==> src/rtl/dsp_chain_pkg.sv <==
// Shared constants and prefetch-state type for the DSP chain prefetch controller.
package dsp_chain_pkg;

  localparam int NUM_TAPS  = 4;
  localparam int DATA_W    = 16;
  localparam int CHAIN_LAT = 6;

  typedef enum logic [1:0] {
    PF_EMPTY,
    PF_FILLING,
    PF_FULL
  } pf_state_t;

  function automatic pf_state_t pf_state_of(input logic [2:0] cnt);
    if (cnt == 3'd0)      return PF_EMPTY;
    else if (cnt >= 3'd4) return PF_FULL;
    else                  return PF_FILLING;
  endfunction

endpackage

==> src/rtl/dsp_valid_pipe.sv <==
// Fixed-depth valid-tag delay line matching the DSP chain's b-to-p latency.
module dsp_valid_pipe
  import dsp_chain_pkg::*;
#(
  parameter int DEPTH = CHAIN_LAT
) (
  input  logic clk,
  input  logic rst_n,
  input  logic clr,
  input  logic din,
  output logic dout
);

  logic [DEPTH-1:0] tags;

  // NOTE: this pipe is reset, unlike a data pipe, because a stale tag would
  // assert p_valid for a sample that no longer exists.
  always_ff @(posedge clk or negedge rst_n) begin
    if (!rst_n) begin
      tags <= '0;
    end else if (clr) begin
      tags <= '0;
    end else begin
      tags <= {tags[DEPTH-2:0], din};
    end
  end

  assign dout = tags[DEPTH-1];

endmodule

==> src/rtl/dsp_chain_prefetch_ctrl.sv <==
// Prefetch/commit controller for a 4-tap DSP cascade; optional flush input
// is enabled by defining DSP_CHAIN_CTRL_FLUSH_EN.
module dsp_chain_prefetch_ctrl #(
  parameter int NUM_TAPS  = dsp_chain_pkg::NUM_TAPS,
  parameter int DATA_W    = dsp_chain_pkg::DATA_W,
  parameter int RUN_W     = 16,
  parameter int CHAIN_LAT = dsp_chain_pkg::CHAIN_LAT
) (
  input  logic                clk,
  input  logic                rst_n,
`ifdef DSP_CHAIN_CTRL_FLUSH_EN
  input  logic                flush,
`endif
  input  logic                s_valid,
  output logic                s_ready,
  input  logic [DATA_W-1:0]   s_data,
  input  logic [RUN_W-1:0]    run_len,
  input  logic                b_valid,
  output logic                b_ready,
  output logic [DATA_W-1:0]   a_out,
  output logic [NUM_TAPS-1:0] ena,
  output logic [NUM_TAPS-1:0] ena_d,
  output logic                p_valid,
  output logic                run_done,
  output logic                busy
);
  import dsp_chain_pkg::*;

  logic [2:0]       fill_cnt, fill_next;
  pf_state_t        pf_state, pf_next;
  logic [RUN_W-1:0] run_cnt, run_next;
  logic             busy_next;
  logic             alive;
  logic             clr, hs, consume, last, commit;

`ifdef DSP_CHAIN_CTRL_FLUSH_EN
  assign clr = flush;
`else
  assign clr = 1'b0;
`endif

  // The chain's A cascade shifts on every accepted beat, so A is a pass-through.
  assign a_out   = s_data;
  // A commit only happens when FULL, so gating on FULL covers it and keeps
  // b_valid out of the s_ready path.
  assign s_ready = alive && (pf_state != PF_FULL);
  assign b_ready = busy;

  always_comb begin
    // NOTE: every signal assigned here gets a default first so no branch can
    // leave one unassigned and infer a latch.
    fill_next = fill_cnt;
    run_next  = run_cnt;
    busy_next = busy;
    ena       = '0;
    ena_d     = '0;
    run_done  = 1'b0;
    hs        = s_valid && s_ready;
    consume   = b_valid && busy;
    last      = consume && (run_cnt == RUN_W'(1));
    commit    = (pf_state == PF_FULL) && (!busy || last);

    if (clr) begin
      fill_next = '0;
      run_next  = '0;
      busy_next = 1'b0;
    end else begin
      if (hs) begin
        ena       = '1;
        fill_next = fill_cnt + 3'd1;
      end
      if (consume) run_next = run_cnt - RUN_W'(1);
      if (last) begin
        run_done  = 1'b1;
        busy_next = 1'b0;
      end
      // A commit on the last-sample cycle overrides the busy clear: no bubble.
      if (commit) begin
        ena_d     = '1;
        fill_next = '0;
        run_next  = run_len;
        busy_next = (run_len != '0);
      end
    end
    pf_next = pf_state_of(fill_next);
  end

  // NOTE: sequential state uses non-blocking assignments so every flop
  // samples the pre-edge values regardless of statement order.
  always_ff @(posedge clk or negedge rst_n) begin
    if (!rst_n) begin
      alive    <= 1'b0;
      fill_cnt <= '0;
      pf_state <= PF_EMPTY;
      run_cnt  <= '0;
      busy     <= 1'b0;
    end else begin
      alive    <= 1'b1;
      fill_cnt <= fill_next;
      pf_state <= pf_next;
      run_cnt  <= run_next;
      busy     <= busy_next;
    end
  end

  dsp_valid_pipe #(.DEPTH(CHAIN_LAT)) u_valid_pipe (
    .clk   (clk),
    .rst_n (rst_n),
    .clr   (clr),
    .din   (consume),
    .dout  (p_valid)
  );

endmodule

==> config.mk <==
export PLATFORM = sky130hd
export DESIGN_NAME = dsp_chain_prefetch_ctrl
export DESIGN_NICKNAME = d
export VERILOG_FILES = /design/src/rtl/dsp_chain_pkg.sv /design/src/rtl/dsp_valid_pipe.sv /design/src/rtl/dsp_chain_prefetch_ctrl.sv
export SDC_FILE = /design/constraint.sdc
export NUM_CORES = 1
export LEC_CHECK = 0
export BUFFER_PORTS_ARGS = -buffer_cell sky130_fd_sc_hd__buf_2
export CAP_MARGIN = 5
export CORE_UTILIZATION = 45
export CTS_BUF_LIST = sky130_fd_sc_hd__clkbuf_8
export DETAILED_ROUTE_END_ITERATION = 6
export PLACE_DENSITY = 0.86
export SETUP_SLACK_MARGIN = 0.05
export SLEW_MARGIN = 15
export SYNTH_ARGS = -nofsm -noshare
export SYNTH_HDL_FRONTEND = slang
export SYNTH_SLANG_ARGS = --single-unit
==> constraint.sdc <==
create_clock -name clk -period 2.5 [get_ports clk]
set_input_delay 0.125 -clock clk [delete_from_list [all_inputs] [get_ports clk]]
set_output_delay 0.125 -clock clk [all_outputs]
set_load 0.01 [all_outputs]
==> impl_metrics.tcl <==
set metrics [dict create \
    die_y_um 62.3 \
    fin_crit_sh_pct 101 \
    grt_pass1_wl_um 5010 \
    multiInputGateArea_um2 673 \
    whs_ns 0.0911 \
    p_comb_share_pct 34.1 \
    cp_cell_sequence "or4_4, or4_4, or3_4, a21o_4, inv_6, buf_6" \
    yosys.cell_types.count 33 \
    drt-initial-drc-count 16 \
    track_usage_pct 16.6 \
    critical-path-max-stage-delay_ns 0.53 \
    maxCapViolCount 0 \
    synthCells 146 \
    syn_area_um2 1630 \
    dr.pass1.iters 4 \
    synth_seq_cells 28 \
    top_usage_layer "met2" \
    dp_cells 202 \
    io_pins 65 \
    crit_start "run_cnt[3]" \
    final.setup.worst_slack_ns -0.0352 \
    critPathArrivalTime_ns 2.41 \
    std_cell_rows 21 \
    start_kind "flop" \
    die_x_um 62.3 \
    avgSynthCellArea_um2 11.2 \
    cts_buffer_depth 2 \
    post_drt_wl_per_cell_um 14.4 \
    grt_use_met2_pct 28.7 \
    violations "setup timing" \
    slew_headroom_pct 59.1 \
    insertion_delay_ns 0.27 \
    seq_area_um2 701 \
    crit_slowest_cell "or4_4" \
    grt_max_degree 29 \
    numCtsBuffers 3 \
    worst-setup-path-type "flop to output pin" \
    syn_to_final_growth_pct 12.9 \
    dp.final_hpwl_um 2100 \
    hold_class "input pin to flop" \
    met3_usage_pct 3.86 \
    drcViolationCount 0 \
    stdcell_area_um2 1850 \
    yosysWarningCount 0 \
    r2r_start "run_cnt[3]" \
    yosysSeqAreaShare_pct 42.9 \
    p_switching_w 0.000489 \
    nFillCells 304 \
    final_nets 207 \
    status "complete, but fails checks" \
    first_global_vias 1080 \
    reg2regPathDepth 10 \
    endpoint_kind "output pin" \
    power_density_nw_per_um2 866 \
    setup_viol 11 \
    drive_gt1_share_pct 44.9 \
    fin_crit_ns 2.54 \
    drt-total-wl_um 3080 \
    antenna_found_initial 0 \
    fmax_mhz 394 \
    synth_area_leader_cell "dfrtp_1" \
    fp.dieArea_um2 3880 \
    grt_remaining_overflow 0 \
    ant_nets 0 \
    swShare_pct 30.6 \
    fin_setup_tns_ns -0.237 \
    reg2reg_to "fill_cnt[1]" \
    grt_util_met1_pct 19.6 \
    drv_slew 0 \
    ys_top_cells_by_area "dfrtp_1 (43%), buf_4 (11%), mux2_4 (8.3%)" \
    core-area_um2 3420 \
    total_leakage_power_nw 0.905 \
    cts_sinks 28 \
    cts-htree-levels 1 \
    clockRootBuffer "clkbuf_8" \
    clkPwrFrac_pct 22.1 \
    most-common-layout-cells "dfrtp_1 (28), buf_2 (28), buf_4 (14), xor2_1 (13), mux2_4 (9)" \
    critical_path.top_delay_family "simple AND/OR/NAND/NOR gates" \
    portBuffers 32 \
    post_dp_cell_area_um2 1680 \
    finalNonFillerCells 213 \
    fin_util_pct 54.0 \
    hold_viol_final 0 \
    start_util_pct 47.8 \
    synth_ff_type "dfrtp_1" \
    cp_common_cell "or4_4" \
    path_depth 6 \
    cts_tree "done" \
    post_drt_via_cell_ratio 5.01 \
    diodes 0 \
    vias 1067 \
    synthArstFlopShare_pct 100 \
    synthesis.nets 185 \
    cp.required_ns 2.38 \
    p_int_w 0.00111 \
    skew_ns 0.00508 \
    rsz0062_at_grt "yes" \
    synth_edf_count 0 \
    cp_max_fo 6 \
    power_frac_seq_pct 43.8 \
    worstSetupEndpoint "ena_d[3]" \
    place_congestion 0.758 \
    synth_top_area_share_pct 42.9 \
    cp_num_buf_inv 2 \
    clk_pin_slew_worst_paths_ns 0.09 \
    r2r_setup_slack_ns -0.03 \
    ir_drop_mv 0.476 \
    tightest_slew_ns 0.614 \
]
-- state kept, by name (all words and copies together) (netlist names) --
register and count:
run_cnt 16, fill_cnt 3, b_ready 1, pf_state 1
u_valid_pipe.tags 6, alive 1
-- timing repair --
action | 4_1_cts | 5_1_grt
endpoints found under the hold margin | 28 | 0
pin swaps | 3 | 1
setup endpoints to repair | 21 | 22
hold buffers | 1 | 0
gates resized for setup | 5 | 4
buffers inserted | 6 | 0
-- how the worst min path moves through the flow --
stage,from,end,slack [ns],cells past startpoint
floorplan,rst_n,alive,-0.17,0
global placement,rst_n,fill_cnt[1],0.16,1
detailed placement,rst_n,run_cnt[1],0.17,1
CTS,run_len[0],run_cnt[0],0.09,2
global route,run_len[0],run_cnt[0],0.08,2
finish,run_len[1],run_cnt[1],0.09,2
-- synth_stat cells, types with 2 or more instances --
library cell and number:
xor2_1 13, nor3_1 6, or3_1 2, inv_1 7
xnor2_1 3, nand2_1 5, mux2_2 7, mux2_4 9
buf_4 25, nor2_1 6, clkbuf_1 3, nor4_1 8
or4_4 2, buf_6 2, ha_1 3, dfrtp_1 28
-- metrics by stage --
step           total power [W]  worst slack [ns]
2_1_floorplan          0.00111            -0.203
3_3_place_gp           0.00121           0.00365
3_5_place_dp           0.00123           -0.0380
4_1_cts                0.00159           -0.0842
5_1_grt                0.00171           -0.0925
6_report               0.00160           -0.0352
-- power by group through the flow --
| stage | clock [W] | sequential, W | combinational, W |
|---|---|---|---|
| final | 0.000353 | 0.000700 | 0.000545 |
| after global routing | 0.000381 | 0.000721 | 0.000612 |
| after CTS | 0.000358 | 0.000695 | 0.000541 |
| after detailed placement | 0 | 0.000702 | 0.000532 |
| after global placement | 0 | 0.000695 | 0.000513 |
| after floorplan | 0 | 0.000689 | 0.000419 |
-- layer usage --
metal  wire [um]  share of wire (%)
met1        1300                 42
met2        1560                 51
met3         172                5.6
met4          44                1.4
met5           0                  0
-- cells by family (layout without fill, tap and decap cells) --
family | count (synthesis) | after routing | share of synthesized area (%)
buffers and inverters | 38 | 59 | 16.4
other | 1 | 1 | 0.229
AND/OR/NAND/NOR | 37 | 37 | 13.2
flip-flops | 28 | 28 | 42.9
AO/OA/AOI/OAI | 6 | 6 | 2.76
XOR/XNOR | 16 | 16 | 8.58
adder cells (fa/ha/maj) | 3 | 3 | 2.30
multiplexers | 17 | 17 | 13.7
-- cell type report --
cell class / count / share of cell area (%)
Sequential cell: 28 / 38.0
Tap cell: 46 / 3.12
Clock buffer: 3 / 2.24
Multi-Input combinational cell: 80 / 36.5
Inverter: 7 / 1.69
Timing Repair Buffer: 48 / 16.9
Clock inverter: 1 / 1.63
(Power assumes the default switching activity.)
